## config.mk

```make
export PLATFORM = sky130hd
export DESIGN_NAME = reg_file
export DESIGN_NICKNAME = d
export VERILOG_FILES = /design/src/rtl/reg_file.sv
export SDC_FILE = /design/constraint.sdc
export NUM_CORES = 2
export LEC_CHECK = 0
export CAP_MARGIN = 20
export CORE_MARGIN = 5
export CORE_UTILIZATION = 60
export DETAILED_ROUTE_END_ITERATION = 10
export PLACE_DENSITY = 0.84
export SYNTH_ARGS = -nofsm -noshare
export SYNTH_HDL_FRONTEND = slang
export SYNTH_SLANG_ARGS = --single-unit
```

## constraint.sdc

```tcl
create_clock -name clk -period 3.5 [get_ports clk]
set_clock_uncertainty 0.15 [all_clocks]
set_input_delay 0.7 -clock clk [delete_from_list [all_inputs] [get_ports clk]]
set_output_delay 0.7 -clock clk [all_outputs]
set_load 0.01 [all_outputs]
```

## src/rtl/reg_file.sv

```systemverilog
// reg_file: integer register file for the single-cycle datapath.
// Two combinational read ports (ALU A/B operands), one clocked write port
// (writeback), and a three-bit condition-code register latched from the ALU.
// Register 0 has no storage and always reads as zero.
//
// Optional feature: define REGFILE_BYPASS_EN to forward the write-port value
// onto a read port addressing the same register in the same cycle.
module reg_file #(
  parameter int DATA_WIDTH = 32,
  parameter int ADDR_WIDTH = 5
) (
  input  logic                  clk,
  input  logic                  rst,
  input  logic [ADDR_WIDTH-1:0] rs1_addr,
  input  logic [ADDR_WIDTH-1:0] rs2_addr,
  output logic [DATA_WIDTH-1:0] rs1_data,
  output logic [DATA_WIDTH-1:0] rs2_data,
  input  logic                  rd_we,
  input  logic [ADDR_WIDTH-1:0] rd_addr,
  input  logic [DATA_WIDTH-1:0] rd_data,
  input  logic                  flag_we,
  input  logic                  alu_cout,
  input  logic                  alu_over,
  input  logic                  alu_zero,
  output logic                  flag_cout,
  output logic                  flag_over,
  output logic                  flag_zero
);

  localparam int NREG = 1 << ADDR_WIDTH;

  // Storage exists only for indices 1 .. NREG-1; index 0 is synthesised as a constant.
  logic [DATA_WIDTH-1:0] regs_q [1:NREG-1];
  logic [2:0]            flags_q;
  logic [2:0]            flags_d;
  logic                  wr_en;

  // A write to index 0 is dropped here so the array never sees it.
  always_comb begin
    wr_en = rd_we && (rd_addr != '0);
  end

  // Register array: reset clears every entry, and takes priority over a pending write.
  always_ff @(posedge clk) begin
    if (rst) begin
      for (int i = 1; i < NREG; i++) begin
        regs_q[i] <= '0;
      end
    end else if (wr_en) begin
      regs_q[rd_addr] <= rd_data;
    end
  end

  // Flag next state: capture the live ALU flags on request, otherwise hold.
  always_comb begin
    flags_d = flags_q;
    if (flag_we) begin
      flags_d = {alu_cout, alu_over, alu_zero};
    end
  end

  // Flag register with reset overriding flag_we.
  always_ff @(posedge clk) begin
    if (rst) begin
      flags_q <= '0;
    end else begin
      flags_q <= flags_d;
    end
  end

  assign {flag_cout, flag_over, flag_zero} = flags_q;

  // Read port 1: zero for index 0, optional same-cycle forwarding, else stored value.
  always_comb begin
    rs1_data = '0;
    if (rs1_addr != '0) begin
      rs1_data = regs_q[rs1_addr];
`ifdef REGFILE_BYPASS_EN
      if (wr_en && !rst && (rs1_addr == rd_addr)) begin
        rs1_data = rd_data;
      end
`endif
    end
  end

  // Read port 2: identical to port 1, fully independent.
  always_comb begin
    rs2_data = '0;
    if (rs2_addr != '0) begin
      rs2_data = regs_q[rs2_addr];
`ifdef REGFILE_BYPASS_EN
      if (wr_en && !rst && (rs2_addr == rd_addr)) begin
        rs2_data = rd_data;
      end
`endif
    end
  end

endmodule

```

==> results.md <==
* Setup-violating endpoint count in the final report at 26
* Synth Instances at 3773
* # clock sinks at 1027
* Register bit count reported by yosys at 1027
* Depth of the worst register-to-register path at 2
* Max_slew headroom at 0.1810
* WL final at 198900 um
* Crit path max fanout at 11
* Wire length of the first global-routing pass at 275400 um
* Initial detailed-routing violation count at 7793
* Placed wire-length estimate after detailed placement at 116800 um
* I/O pin count at 121
* Max-slew violation count at 0
* Violated checks: setup timing
* Maximum buffer depth of the clock tree at 3
* Number of enable-type register cells in the synthesized netlist at 1024
* Clock insertion delay at the later pin of the skew report at 700 ps
* Number of maximum-capacitance constraint violations at 0
* Area growth from synthesis to final layout at 24.05%
* Final period demand of the worst path at 3813 ps
* Worst voltage drop across the vdd grid at 0.4316 mV
* Power per unit of standard cell area at 454.7 nW/um^2
* Cell at the root of the clock tree: sky130_fd_sc_hd__clkbuf_16
* Status: finished, violations left
* Die H at 312.4 um
* Net count, final at 4293
* Category of the worst setup path launch point: input port
* Total Power Consumption at 30.95 mW
* Number of distinct standard cells referenced by the synthesized netlist at 45
* Pin count of the biggest net entering global routing at 35
* Die ar. at 97580 um^2
* Start-to-end type of the worst setup path: input port to output pin
* Endpoint of the most critical setup path: rs1_data[6]
* Quantity of hold-fixing buffers added after cts at 0
* Total congestion overflow after global routing at 0
* Number of antenna violations at the first check in global routing at 10
* Number of port buffers at 120
* Post-DR vias/cell at 7.395
* Min-delay worst type: flip-flop to flip-flop
* Async set-reset flop share out of synthesis at 0
* Residual antenna-violating net count after detailed routing at 0
* Wirelength per Cell at 35.96 um
* Unrepaired setup endpoints after global routing: yes
* Clk pin slew, worst setup/hold paths at 60 ps
* Slew @ Worst Pin at 1225 ps
* Reg-to-reg endpoint: flags_q[0]
* TritonCTS buffer count at 107
* Max Clock Freq at 262.2 MHz
* Final Hold Slack at 344.9 ps
* Register area share after synthesis at 0.5616
* Hold Vio Cnt, Final at 0
* CTS tree: yes
* Vias after detailed routing at 40.89k
* Via count of the first global-routing pass at 40.81k
* Share of cells above drive strength 1 at 0.3574
* Fill cell total of the finished layout at 4933
* Mean Syn Cell Area at 14.54 um^2
* Primary FF master, synth: sky130_fd_sc_hd__edfxtp_1
* Static leakage at 24.90 nW
* CTS HTree Levels at 3
* Count of warnings emitted by yosys at 0
* Total core area at 91250 um^2
* Summed instance area of the synthesized netlist at 54860 um^2
* Required time of the worst setup path at 2650 ps
* Worst Setup SP: rs1_addr[1]
* Initial cell density of the core at 0.6012
* Worst setup slack after layout at -313.4 ps
* Worst reg2reg setup slack at 2750 ps
* DR DRC count at 0
* GRT Util Overall at 0.3852
* Nature of the critical path endpoint: output pin
* Global placer's final weighted congestion at 0.9641
* Pre-antenna DRT Iters at 8
* Post-place setup slack at -1177 ps
* Horizontal extent of the die at 312.4 um
* Final core occ at 0.7459
* Share of the cycle needed by the critical path after routing at 1.090
* Origin of the critical flop-to-flop path: flags_q[0]
* Number of placement rows at 111
* Arrival time at the worst endpoint at 2960 ps
[critical path, stage by stage]
cell and delay, ps:
sky130_fd_sc_hd__buf_16 140, sky130_fd_sc_hd__buf_4 160, sky130_fd_sc_hd__nor2b_4 250, sky130_fd_sc_hd__buf_4 220
sky130_fd_sc_hd__buf_12 170, sky130_fd_sc_hd__buf_4 130, sky130_fd_sc_hd__a22oi_1 80, sky130_fd_sc_hd__a21oi_1 830
sky130_fd_sc_hd__nor4_4 90, sky130_fd_sc_hd__clkbuf_2 180
[report_power, final]
part | switching, mW | internal (mW)
clock | 4.99 | 6.33
combinational | 2.71 | 2.26
sequential | 0.449 | 14.2
total | 8.14 | 22.8
[registers in the layout, summed over array words and instances (netlist names)]
register	cells
flags_q	3
regs_q	1024
[per-layer routing]
layer / wire length (um) / GRT usage
met5: 0 / 0
met4: 20120 / 0.2864
met3: 29880 / 0.1121
met2: 88320 / 0.5791
met1: 60560 / 0.4777
[cells in the mapped netlist, drive strengths merged, types with 4 or more instances]
cell type	count	share of area
nor3	26	0.0024
a221oi	5	0.00080
a22o	52	0.0083
clkbuf	296	0.020
a22oi	105	0.014
mux4	353	0.15
a211oi	70	0.0096
and2	995	0.11
nor2	39	0.0027
o22ai	26	0.0030
nor4	32	0.0036
nand2	4	0.00027
a2111oi	34	0.0068
o21ai	34	0.0031
nor2b	56	0.0064
nand3b	4	0.00055
edfxtp	1024	0.56
buf	113	0.014
mux2	35	0.0072
o221ai	29	0.0046
a21oi	54	0.0049
mux2i	332	0.061
or2	32	0.0036
[layout by cell type, fill, tap and decap left out, types with 15 or more instances in the layout]
master	count
sky130_fd_sc_hd__clkbuf_16	112
sky130_fd_sc_hd__buf_6	37
sky130_fd_sc_hd__mux2_2	22
sky130_fd_sc_hd__nor4_4	20
sky130_fd_sc_hd__buf_16	18
sky130_fd_sc_hd__a22oi_1	91
sky130_fd_sc_hd__a21oi_1	36
sky130_fd_sc_hd__clkinv_2	20
sky130_fd_sc_hd__o221ai_1	27
sky130_fd_sc_hd__a211oi_4	16
sky130_fd_sc_hd__clkbuf_1	26
sky130_fd_sc_hd__nor3_2	15
sky130_fd_sc_hd__buf_12	106
sky130_fd_sc_hd__clkdlybuf4s50_1	46
sky130_fd_sc_hd__conb_1	32
sky130_fd_sc_hd__buf_2	24
sky130_fd_sc_hd__edfxtp_1	1024
sky130_fd_sc_hd__or2_2	31
sky130_fd_sc_hd__buf_4	452
sky130_fd_sc_hd__nor2b_1	47
sky130_fd_sc_hd__a22o_4	27
sky130_fd_sc_hd__clkbuf_2	16
sky130_fd_sc_hd__and2_1	992
sky130_fd_sc_hd__mux2i_1	322
sky130_fd_sc_hd__o22ai_1	17
sky130_fd_sc_hd__a21oi_2	16
sky130_fd_sc_hd__a22o_1	23
sky130_fd_sc_hd__mux4_2	352
sky130_fd_sc_hd__a211oi_2	40
sky130_fd_sc_hd__clkinv_1	26
sky130_fd_sc_hd__nor2_2	32
sky130_fd_sc_hd__a2111oi_4	32
[layout make-up]
class                      instances  area (um^2)  area share
clock inverter                    67        578.1    0.008494
sequential                      1027        30810      0.4527
tap                             1186         1484     0.02180
multi-input combinational       2368        24700      0.3629
antenna                           13        32.53   0.0004780
timing repair buffer             735         7656      0.1125
clock buffer                     134         2800     0.04115
[stage by stage]
step | cells | TNS, ps | area, um^2
floorplan | 3804 | 0 | 54980
global placement | 5200 | -44910 | 60890
detailed placement | 5200 | -45990 | 60890
CTS | 5473 | -1041 | 67010
global route | 5517 | -1608 | 68020
finish | 5530 | -1517 | 68060
[how the worst min path moves through the flow]
| stage | cells after the start | slack [ps] | from | endpoint |
|---|---|---|---|---|
| 3_5_place_dp | 2 | 340 | flags_q[2] | flags_q[2] |
| 2_1_floorplan | 2 | 380 | flags_q[0] | flags_q[0] |
| 6_report | 2 | 340 | flags_q[2] | flags_q[2] |
| 3_3_place_gp | 2 | 330 | flags_q[0] | flags_q[0] |
| 4_1_cts | 2 | 350 | flags_q[2] | flags_q[2] |
| 5_1_grt | 2 | 380 | flags_q[2] | flags_q[2] |
[cells by family (layout without fill, tap and decap cells)]
kind of cell | count (synthesis) | after routing | synth area share
muxes | 720 | 720 | 0.2129
AOI/OAI and AO/OA | 410 | 410 | 0.05563
buffers and inverters | 409 | 936 | 0.03439
other | 1 | 45 | 0.00006836
and+or+nand+nor | 1206 | 1206 | 0.1354
DFF | 1027 | 1027 | 0.5616
[what timing repair did]
item | CTS | global route
cloned | 10 | 2
resized for setup | 562 | 166
buffers inserted | 71 | 56
pin swaps | 116 | 93
endpoints found under the setup margin | 64 | 60
No activity file was read; power rests on OpenSTA's default activity.
